## config.mk

```make
export PLATFORM = sky130hd
export DESIGN_NAME = sr_latch_bank
export DESIGN_NICKNAME = d
export VERILOG_FILES = /design/src/rtl/sr_latch_bank.sv
export SDC_FILE = /design/constraint.sdc
export NUM_CORES = 1
export LEC_CHECK = 0
export ABC_AREA = 1
export CAP_MARGIN = 20
export CELL_PAD_IN_SITES_DETAIL_PLACEMENT = 0
export CELL_PAD_IN_SITES_GLOBAL_PLACEMENT = 1
export CORE_MARGIN = 2
export CORE_UTILIZATION = 27
export CTS_CLUSTER_SIZE = 28
export DETAILED_ROUTE_END_ITERATION = 10
export GPL_TIMING_DRIVEN = 0
export PLACE_DENSITY = 0.79
export RECOVER_POWER = 25
export SYNTH_ARGS = -nofsm -noshare
export SYNTH_HDL_FRONTEND = slang
export SYNTH_SLANG_ARGS = --single-unit
export TNS_END_PERCENT = 100
```

## constraint.sdc

```tcl
create_clock -name CLK -period 1.7 [get_ports CLK]
set_clock_uncertainty 0.1 [all_clocks]
set_input_delay 0.17 -clock CLK [delete_from_list [all_inputs] [get_ports CLK]]
set_output_delay 0.17 -clock CLK [all_outputs]
set_load 0.05 [all_outputs]
```

## src/rtl/sr_latch_bank.sv

```systemverilog
// Multi-channel state-holding bank: async global reset, async per-channel set,
// masked addressed write into latch (MODE 0) or posedge-flop (MODE 1) storage.
module sr_latch_bank #(
  parameter int unsigned WIDTH    = 8,
  parameter int unsigned CHANNELS = 4,
  parameter int unsigned MODE     = 0,
  parameter int unsigned CNT_W    = 8,
  localparam int unsigned CH_W    = (CHANNELS > 1) ? $clog2(CHANNELS) : 1
) (
  input  logic                      CLK,
  input  logic                      RSTB,
  input  logic [CHANNELS-1:0]       SETB,
  input  logic                      wr_en,
  input  logic [CH_W-1:0]           wr_ch,
  input  logic [WIDTH-1:0]          wr_data,
  input  logic [WIDTH-1:0]          wr_mask,
  input  logic                      clr_flags,
  output logic [CHANNELS*WIDTH-1:0] q,
  output logic [CHANNELS*WIDTH-1:0] qn,
  output logic [CHANNELS-1:0]       set_seen,
  output logic [CNT_W-1:0]          wr_count
);

  logic [CHANNELS-1:0] hit;
  logic                wr_acc;
  logic [CNT_W-1:0]    cnt_q, cnt_d;
  logic [CHANNELS-1:0] seen_q, seen_d;

  // Per-channel write decode; an out-of-range wr_ch matches no channel.
  always_comb begin
    hit = '0;
    for (int c = 0; c < int'(CHANNELS); c++) begin
      hit[c] = wr_en && RSTB && SETB[c] && (wr_ch == CH_W'(c));
    end
  end

  assign wr_acc = |hit;

  for (genvar c = 0; c < int'(CHANNELS); c++) begin : g_ch
    logic ovr;
    // Both async controls low forces q and qn low together, like the cell.
    assign ovr = !RSTB && !SETB[c];

    if (MODE == 0) begin : g_latch
      for (genvar b = 0; b < int'(WIDTH); b++) begin : g_bit
        logic bit_q;

        always_latch begin
          if (!RSTB) begin
            bit_q <= 1'b0;
          end else if (!SETB[c]) begin
            bit_q <= 1'b1;
          end else if (CLK && hit[c] && wr_mask[b]) begin
            bit_q <= wr_data[b];
          end
        end

        assign q[c*WIDTH + b]  = bit_q;
        assign qn[c*WIDTH + b] = !ovr && !bit_q;
      end
    end else begin : g_flop
      logic             set_n;
      logic [WIDTH-1:0] ch_q, ch_d;

      // Set edge also fires when RSTB releases while SETB[c] is still held.
      assign set_n = SETB[c] | ~RSTB;

      always_comb begin
        ch_d = ch_q;
        if (hit[c]) begin
          ch_d = (ch_q & ~wr_mask) | (wr_data & wr_mask);
        end
      end

      always_ff @(posedge CLK or negedge RSTB or negedge set_n) begin
        if (!RSTB) begin
          ch_q <= '0;
        end else if (!set_n) begin
          ch_q <= '1;
        end else begin
          ch_q <= ch_d;
        end
      end

      assign q[c*WIDTH +: WIDTH]  = ch_q;
      assign qn[c*WIDTH +: WIDTH] = ovr ? '0 : ~ch_q;
    end
  end

  // Saturating accepted-write counter and sticky set flags (set beats clear).
  always_comb begin
    cnt_d = cnt_q;
    if (wr_acc && (cnt_q != '1)) begin
      cnt_d = cnt_q + CNT_W'(1);
    end
    seen_d = seen_q;
    for (int c = 0; c < int'(CHANNELS); c++) begin
      if (!SETB[c]) begin
        seen_d[c] = 1'b1;
      end else if (clr_flags) begin
        seen_d[c] = 1'b0;
      end
    end
  end

  always_ff @(posedge CLK or negedge RSTB) begin
    if (!RSTB) begin
      cnt_q  <= '0;
      seen_q <= '0;
    end else begin
      cnt_q  <= cnt_d;
      seen_q <= seen_d;
    end
  end

  assign wr_count = cnt_q;
  assign set_seen = seen_q;

endmodule
```

* Word level (Yosys, flattened, before mapping)
Cells that the tools add are included.
Widths: inputs -> output; s select.
** Word-level totals
- Bits in registers :: 12
- Latch bits :: 32
- Bits of input ports :: 26
- Output and inout port bits :: 76
- Logic and storage cells :: 368
** Operators by class
- Add/sub/neg operators :: 1
- Equal/unequal tests :: 8
- Multiplexer cells :: 197
- Reductions and logical operators :: 125
** Operator list (number)
- $mux 1 :: 197
- $logic_and 1x1->1 :: 82
- $logic_not 1->1 :: 41
- $add 8x1->8 const B :: 1
- $ne 2x1->1 const B :: 4
- $ne 8x8->1 const B :: 1
- $eq 2x2->1 const B :: 2
- $reduce_or 4->1 :: 1
- $eq 2x1->1 const B :: 1
- $logic_not 2->1 :: 1

* Longest topological paths before layout
Gate-level depths: netlist of the first run.
- Depth in word-level cells :: 8
- Gate-level depth with buffers :: 9
- Gate-level depth less buffers :: 9

==> impl_metrics.json, run 1 <==
{
  "final_antenna_net_count": 0,
  "final-instance-count-excl-fill": 567,
  "fin_nets": 493,
  "grt_setup_unrepaired": "true",
  "syn_avg_cell_area_um2": 6.694,
  "setup_ws_ns": -0.1014,
  "reg2reg_slack_ns": 0.20,
  "place_congestion": 0.8253,
  "multi_input_area_um2": 1037,
  "path_class": "in2gate",
  "critPathMaxStageDelay_ns": 0.62,
  "slew_headroom_pct": 61.75,
  "wire_per_inst_um": 12.87,
  "synth.most_common_cell": "nand2_1",
  "critPathSlowestCell": "dlygate4sd3_1",
  "dr.pass1.iters": 4,
  "layout-drive-gt1-share_pct": 45.38,
  "async_reset_ff_share_pct": 27.27,
  "die_h_um": 92.24,
  "synth_top_area_share_pct": 22.86,
  "rows": 32,
  "synth.distinct_cells": 20,
  "placed_cell_area_um2": 3433,
  "crit_chain": "clkdlybuf4s50_1 -> dlygate4sd3_1 -> nor2_4 -> dlygate4sd3_1",
  "worst_pin_slew_ns": 0.5731,
  "insertion_delay_ns": 0.46,
  "viasPerCell": 4.351,
  "layout.area.seq_um2": 783.3,
  "core_um2": 7647,
  "cp-end-kind": "clock gate",
  "die_w_um": 92.24,
  "grt_pass1_vias": 2645,
  "synth.area.top_cells": "dlxtp_1 23%, dfrtp_1 14%, nand2_1 12%, buf_4 11%, nor2_1 7.7%",
  "leakagePower_nw": 2.077,
  "finalMaxSlewViolations": 0,
  "outcome": "finished with violations",
  "grt-ovfl-total": 0,
  "initial_utilization_pct": 27.49,
  "dieArea_um2": 8507,
  "synth_edf_count": 0,
  "hold_viol": 14,
  "place_ws_ns": -1.389,
  "grt_max_degree": 14,
  "drcViolationCount": 0,
  "antenna_cells": 0,
  "p_total_mw": 2.526,
  "drtIter0Drc": 91,
  "power_density_nw_per_um2": 595.2,
  "violations": "hold timing, setup timing",
  "stdcell_area_um2": 4244,
  "finalSetupTns_ns": -1.307,
  "dpl.hpwl_um": 5285,
  "hold_slack_ns": -0.6031,
  "cts_tree": "built",
  "syn_area_um2": 2102,
  "placed_cells": 517,
  "ys.flop_type": "dlxtp_1",
  "wirelength_um": 7296,
  "track_usage_pct": 17.86,
  "vias": 2467,
  "maxCapViolCount": 0,
  "vdd_ir_drop_max_mv": 0.7089,
  "fillers": 710,
  "yosys-top-cells-count": "66 x nand2_1, 43 x nor2_1, 39 x inv_1",
  "synth_nets": 341,
  "io_buffer_count": 101,
  "cp_max_fo": 2,
  "finalSetupViolations": 33,
  "grt_pass1_wl_um": 11870,
  "startpoint_type": "primary input",
  "ys_ff_latch": 44,
  "io_pins": 102,
  "cp_data_arrival_time_ns": 1.92,
  "cp.required_ns": 1.82,
  "cp_common_cell": "dlygate4sd3_1",
  "hold_path.class": "in2async",
  "netlist_instances": 314,
  "utilization_pct": 55.50,
  "antenna_found_initial": 0,
  "synth.largest_area_cell": "dlxtp_1",
  "syn_to_final_growth_pct": 101.9,
  "yosysWarningCount": 0,
  "r2r.worst_path.cells": 9,
  "path_clk_slew_ns": 0.06
}
==> cell type report <==
type / count / area share (%)
clock buffer: 14 / 4.540
multi-input combinational: 189 / 24.44
buffer: 41 / 10.41
tap: 102 / 3.007
sequential: 44 / 18.46
clock inverter: 3 / 0.2948
timing repair buffer: 135 / 35.29
inverter: 39 / 3.567
==> placed cells by master (no fill, tap or decap), drive strengths merged <==
| cell type | instances |
|---|---|
| nor2 | 47 |
| ha | 1 |
| clkdlybuf4s15 | 5 |
| buf | 111 |
| dlxtp | 32 |
| clkinvlp | 1 |
| dlygate4sd2 | 16 |
| nand3 | 13 |
| dfrtp | 12 |
| inv | 41 |
| o21ai | 23 |
| xnor2 | 2 |
| xor2 | 1 |
| clkdlybuf4s50 | 11 |
| dlygate4sd3 | 28 |
| clkbuf | 19 |
| nand2 | 70 |
| a21oi | 32 |
==> sequential cells by signal, summed over array words and instances (netlist names) <==
signal,count
g_ch.g_latch.g_bit.bit_q,32
set_seen,4
wr_count,8
==> metal layers <==
layer | track usage (%) | wire [µm]
met1 | 20.16 | 2996
met4 | 10.07 | 110
met2 | 29.35 | 3769
met5 | 0 | 0
met3 | 6.163 | 420
==> what timing repair did <==
action | in CTS | in global routing
endpoints found under the setup margin | 126 | 64
hold buffers | 26 | 3
resized for setup | 519 | 49
pin swaps | 17 | 10
buffers inserted | 6 | 1
endpoints found under the hold margin | 34 | 16
==> cell families after synthesis <==
kind of cell	after synthesis	synth area share [%]
and+or+nand+nor	130	26.37
latches	32	22.86
buffers and inverters	81	21.19
xor gates and xnor gates	3	1.250
AOI/OAI and AO/OA	55	13.45
adders and majority gates	1	0.5951
DFF	12	14.29
==> power by group <==
part,internal [mW],switching [mW]
logic,0.517,0.796
clock network,0.444,0.268
registers,0.410,0.0908
total,1.37,1.15
==> final timing paths <==
check,from,to
max,wr_ch[1],clock gate
min,RSTB,set_seen[0]
max reg2reg,wr_count[0],wr_count[5]
min reg2reg,wr_count[1],wr_count[1]
max in group CLK,g_ch[2].g_latch.g_bit[2].bit_q,q[18]
max in group asynchronous,RSTB,wr_count[1]
min in group gated,RSTB,clock gate
min in group CLK,SETB[0],set_seen[0]
==> critical path: cells and delay by family <==
family        cells  cell delay (ns)
buf+inv           3             1.62
simple gates      1             0.13
Note: power is estimated with default switching activity, not from simulation.
==> run 2, diff against run 1 <==
--- a/config.mk
+++ b/config.mk
@@ -10,11 +10,12 @@
 export CELL_PAD_IN_SITES_DETAIL_PLACEMENT = 0
 export CELL_PAD_IN_SITES_GLOBAL_PLACEMENT = 1
 export CORE_MARGIN = 2
-export CORE_UTILIZATION = 27
+export CORE_UTILIZATION = 25
+export CTS_BUF_LIST = sky130_fd_sc_hd__clkbuf_8
 export CTS_CLUSTER_SIZE = 28
 export DETAILED_ROUTE_END_ITERATION = 10
 export GPL_TIMING_DRIVEN = 0
-export PLACE_DENSITY = 0.79
+export PLACE_DENSITY = 0.74
 export RECOVER_POWER = 25
 export SYNTH_ARGS = -nofsm -noshare
 export SYNTH_HDL_FRONTEND = slang
==> run 2 against run 1 <==
Against the previous run: the flow now finishes without violations; hold slack improved by 0.64 ns; worst setup slack gained 0.10 ns; die area grew 7.6%; global-route usage down 1.2 points; clock-buffer cell count down 1; flip-flop and latch count unchanged; critical path depth shrank 1; largest power group unchanged; highest routed layer unchanged.
==> impl_metrics.json, run 2 (same netlist as run 1, synthesis figures left out) <==
{
  "combPwrFrac_pct": 51.9,
  "maxCapViolCount": 0,
  "cp_max_fo": 10,
  "cp-end-kind": "latch",
  "wire_per_inst_um": 13.15,
  "wirelength_um": 7458,
  "dieArea_um2": 9158,
  "antenna_cells": 0,
  "vdd_ir_drop_max_mv": 0.6948,
  "min-delay-start": "wr_ch[1]",
  "power_density_nw_per_um2": 594.7,
  "io_buffer_count": 101,
  "startpoint_type": "primary input",
  "cp.required_ns": 0.76,
  "slew_headroom_pct": 60.73,
  "syn_to_final_growth_pct": 99.40,
  "grt_pass1_vias": 2551,
  "reg2reg_slack_ns": 0.20,
  "worst_pin_slew_ns": 0.5884,
  "drcViolationCount": 0,
  "rows": 33,
  "fin_nets": 490,
  "final_cell_mix": "66 x nand2_1, 52 x buf_6, 34 x nor2_2",
  "path_class": "in2latch",
  "layout-drive-gt1-share_pct": 44.37,
  "cp_data_arrival_time_ns": 0.76,
  "r2r.worst_path.cells": 9,
  "final-instance-count-excl-fill": 567,
  "grt_setup_unrepaired": "true",
  "vias": 2445,
  "place_congestion": 0.7891,
  "drtIter0Drc": 45,
  "swShare_pct": 44.87,
  "dr.pass1.iters": 4,
  "final_common_cell": "nand2_1",
  "die_w_um": 95.70,
  "grt_max_degree": 13,
  "insertion_delay_ns": 0.35,
  "antenna_found_initial": 0,
  "track_usage_pct": 16.65,
  "final_antenna_net_count": 0,
  "p_clk_share_pct": 28.1,
  "cts_tree": "built",
  "stdcell_area_um2": 4192,
  "seqPwrFrac_pct": 20.0,
  "placed_cell_area_um2": 3437,
  "whs_path_depth": 4,
  "hold_viol": 0,
  "io_pins": 102,
  "finalMaxSlewViolations": 0,
  "grt-ovfl-total": 0,
  "power.switching_mw": 1.118,
  "die_h_um": 95.70,
  "core_um2": 8175,
  "reg2reg_from": "wr_count[0]",
  "fillers": 805,
  "utilization_pct": 51.27,
  "placed_cells": 520,
  "dpl.hpwl_um": 5416,
  "hold_path.class": "in2gate",
  "p_int_mw": 1.374,
  "finalSetupViolations": 0,
  "worst_r2r_endpoint": "wr_count[5]",
  "largest_reg_flops": 32,
  "path_clk_slew_ns": 0.03,
  "viasPerCell": 4.312,
  "initial_utilization_pct": 25.71,
  "outcome": "finished clean",
  "max_flop_register": "g_ch.g_latch.g_bit.bit_q",
  "leakagePower_nw": 2.084,
  "grt_pass1_wl_um": 11720
}
==> run 2: changes by cell type in the layout (fill, tap and decap cells not counted), moves of 3 or more <==
cell,previous run,this run
buf_4,20,27
buf_6,60,52
dlygate4sd3_1,28,31
dlygate4sd2_1,16,22
clkdlybuf4s50_1,11,8
==> run 2: worst max path at each step <==
| stage | startpoint | to | slack [ns] | cells after the start |
|---|---|---|---|---|
| final | SETB[2] | g_ch[2].g_latch.g_bit[6].bit_q | 0 | 3 |
| after global placement | RSTB | qn[18] | -1.37 | 5 |
| after CTS | SETB[3] | g_ch[3].g_latch.g_bit[2].bit_q | 0 | 3 |
| after floorplan | RSTB | g_ch[2].g_latch.g_bit[3].bit_q | -0.02 | 4 |
| after global routing | g_ch[2].g_latch.g_bit[5].bit_q | q[21] | -0.1 | 2 |
| after detailed placement | RSTB | qn[19] | -1.43 | 5 |
==> run 2: power groups by stage <==
stage / registers (mW) / logic (mW) / clock network, mW
after floorplan: 0.643 / 0.630 / 0.0673
after global placement: 0.499 / 1.18 / 0.0673
after detailed placement: 0.501 / 1.18 / 0.0673
after CTS: 0.496 / 1.23 / 0.721
after global routing: 0.512 / 1.37 / 0.757
final: 0.498 / 1.29 / 0.701
==> run 2: metal layers <==
metal	part of all wire (%)	wire [µm]	track usage (%)	up-vias
li1	-	-	-	1238
met1	42	3138	19.82	1110
met2	49	3657	26.46	88
met3	8.1	601	6.265	9
met4	0.82	61	7.976	0
met5	0	0	0	-
==> run 2: timing repair <==
item	in CTS	in global routing
resized for setup	477	80
gates cloned	1	1
pin swaps	7	17
buffers inserted	3	0
setup endpoints to repair	132	57
hold endpoints to repair	34	0
hold buffers	27	0
==> run 2: worst max-delay path: stages <==
cell and delay, ns:
dlygate4sd2_1 0.29, buf_6 0.17, a21oi_2 0.13
==> run 2: per-stage QoR <==
step | TNS (ns) | setup WS (ns) | hold slack (ns) | total power, mW
after global placement | -106.70 | -1.371 | -0.3321 | 1.742
after global routing | -1.588 | -0.09592 | 0.05812 | 2.635
after detailed placement | -106.86 | -1.430 | -0.3263 | 1.750
after CTS | 0 | 0 | 0.02056 | 2.445
final | 0 | 0 | 0.03436 | 2.493
after floorplan | -0.1906 | -0.02231 | -0.7800 | 1.340
==> run 2: final cells by class <==
class	count	area (µm²)	share of cell area, %
buffer	41	407.9	9.731
clock buffer	13	178.9	4.269
clock inverter	3	25.02	0.5970
inverter	39	151.4	3.612
multi-input combinational	189	1047	24.98
sequential	44	783.3	18.69
tap	105	131.4	3.134
timing repair buffer	133	1466	34.99
==> run 3, diff against run 2 <==
--- a/config.mk
+++ b/config.mk
@@ -10,12 +10,12 @@
 export CELL_PAD_IN_SITES_DETAIL_PLACEMENT = 0
 export CELL_PAD_IN_SITES_GLOBAL_PLACEMENT = 1
 export CORE_MARGIN = 2
-export CORE_UTILIZATION = 25
+export CORE_UTILIZATION = 28
 export CTS_BUF_LIST = sky130_fd_sc_hd__clkbuf_8
 export CTS_CLUSTER_SIZE = 28
 export DETAILED_ROUTE_END_ITERATION = 10
 export GPL_TIMING_DRIVEN = 0
-export PLACE_DENSITY = 0.74
+export PLACE_DENSITY = 0.81
 export RECOVER_POWER = 25
 export SYNTH_ARGS = -nofsm -noshare
 export SYNTH_HDL_FRONTEND = slang
==> run 3 against run 2 <==
Against the previous run: the run now ends with hold timing, setup timing left; via count rose by 2.4%; register-to-register slack worse by 0.03 ns; highest routed layer unchanged; global-route usage rose by 2.0 points; flip-flop and latch count is the same; sequential power is 1% higher; sequential share of layout area hardly changed; critical endpoint is now q[23].
==> impl_metrics.json, run 3 (same netlist as run 1, synthesis figures left out) <==
{
  "core_um2": 7253,
  "combPwrFrac_pct": 52.4,
  "syn_to_final_growth_pct": 99.70,
  "power.switching_mw": 1.146,
  "finalMaxSlewViolations": 0,
  "cp-end-kind": "output pin",
  "violations": "hold timing, setup timing",
  "period_minus_slack_ns": 1.802,
  "layout-drive-gt1-share_pct": 45.81,
  "place_ws_ns": -1.413,
  "wirelength_um": 7594,
  "startpoint_type": "latch",
  "max_flop_register": "g_ch.g_latch.g_bit.bit_q",
  "insertion_delay_ns": 0.45,
  "worst_r2r_endpoint": "wr_count[5]",
  "final_antenna_net_count": 0,
  "fin_crit_sh_pct": 106.0,
  "io_buffer_count": 101,
  "die_h_um": 90.65,
  "p_clk_share_pct": 27.4,
  "final_cell_mix": "66 x nand2_1, 56 x buf_6, 34 x nor2_2",
  "dr.pass1.iters": 4,
  "vdd_ir_drop_max_mv": 0.8733,
  "path_class": "latch2out",
  "final_common_cell": "nand2_1",
  "largest_reg_flops": 32,
  "seqPwrFrac_pct": 20.2,
  "path_clk_slew_ns": 0.05,
  "track_usage_pct": 18.64,
  "grt_pass1_vias": 2681,
  "min-delay-start": "wr_en",
  "reg2reg_slack_ns": 0.17,
  "vias": 2503,
  "antenna_cells": 0,
  "drcViolationCount": 0,
  "cp.required_ns": 1.43,
  "finalSetupTns_ns": -1.868,
  "fmaxAchievable_ghz": 0.5548,
  "worst_pin_slew_ns": 0.5998,
  "viasPerCell": 4.438,
  "cp_data_arrival_time_ns": 1.53,
  "placed_cell_area_um2": 3430,
  "finalSetupViolations": 43,
  "rows": 31,
  "io_pins": 102,
  "hold_viol": 3,
  "setup_ws_ns": -0.1024,
  "initial_utilization_pct": 28.98,
  "r2r.worst_path.cells": 9,
  "drtIter0Drc": 93,
  "cts_tree": "built",
  "p_int_mw": 1.351,
  "cp_max_fo": 2,
  "power_density_nw_per_um2": 595.0,
  "fin_nets": 493,
  "grt_setup_unrepaired": "true",
  "die_w_um": 90.65,
  "dieArea_um2": 8217,
  "wire_per_inst_um": 13.46,
  "leakagePower_nw": 2.059,
  "hold_path.class": "in2gate",
  "dpl.hpwl_um": 5426,
  "place_congestion": 0.8863,
  "hold_slack_ns": -0.5311,
  "reg2reg_from": "wr_count[0]",
  "utilization_pct": 57.87,
  "whs_path_depth": 4,
  "antenna_found_initial": 0,
  "maxCapViolCount": 0,
  "grt-ovfl-total": 0,
  "outcome": "finished with violations",
  "slew_headroom_pct": 59.97,
  "grt_max_degree": 13,
  "stdcell_area_um2": 4198,
  "grt_pass1_wl_um": 12250,
  "swShare_pct": 45.89
}
run 3: worst max-delay path by stage:
| stage | slack, ns | from | to |
|---|---|---|---|
| 2_1_floorplan | -0.02 | RSTB | g_ch[2].g_latch.g_bit[3].bit_q |
| 3_3_place_gp | -1.35 | RSTB | qn[20] |
| 3_5_place_dp | -1.41 | RSTB | qn[17] |
| 4_1_cts | -0.09 | g_ch[2].g_latch.g_bit[7].bit_q | q[23] |
| 5_1_grt | -0.17 | g_ch[0].g_latch.g_bit[7].bit_q | q[7] |
| 6_report | -0.10 | g_ch[2].g_latch.g_bit[7].bit_q | q[23] |
run 3: area by class of cell:
type	instances	area, µm²
Fill cell	680	3055
Timing Repair Buffer	135	1460
Multi-Input combinational cell	189	1067
Sequential cell	44	783.3
Buffer	41	407.9
Clock buffer	14	192.7
Inverter	39	151.4
Tap cell	99	123.9
Clock inverter	3	11.26
run 3: repair_timing:
item	in CTS	in global routing
resized for setup	525	42
hold endpoints to repair	34	4
pin swaps	19	7
setup endpoints to repair	126	61
cloned	0	2
buffers inserted	4	0
hold buffers	30	1
run 3: through the flow:
stage | instances | power (mW)
after floorplan | 314 | 1.340
after global routing | 564 | 2.636
after global placement | 514 | 1.743
after CTS | 564 | 2.500
after detailed placement | 514 | 1.758
final | 564 | 2.498
run 3: power by group through the flow:
stage	registers [mW]	logic [mW]	clock network, mW
6_report	0.504	1.31	0.685
5_1_grt	0.517	1.37	0.746
3_3_place_gp	0.500	1.18	0.0673
2_1_floorplan	0.643	0.630	0.0673
3_5_place_dp	0.503	1.19	0.0673
4_1_cts	0.498	1.30	0.707
run 3: per-layer routing:
metal,GRT usage (%),vias to the layer above,wire [µm]
li1,-,1240,-
met1,20.68,1139,3056
met2,30.53,109,3821
met3,7.012,15,579
met4,10.64,0,138
met5,0,-,0
run 3: critical path: stages, from the launching register on:
cell,delay [ns]
dlxtp_1,0.39
buf_6,0.12
buf_8,0.13
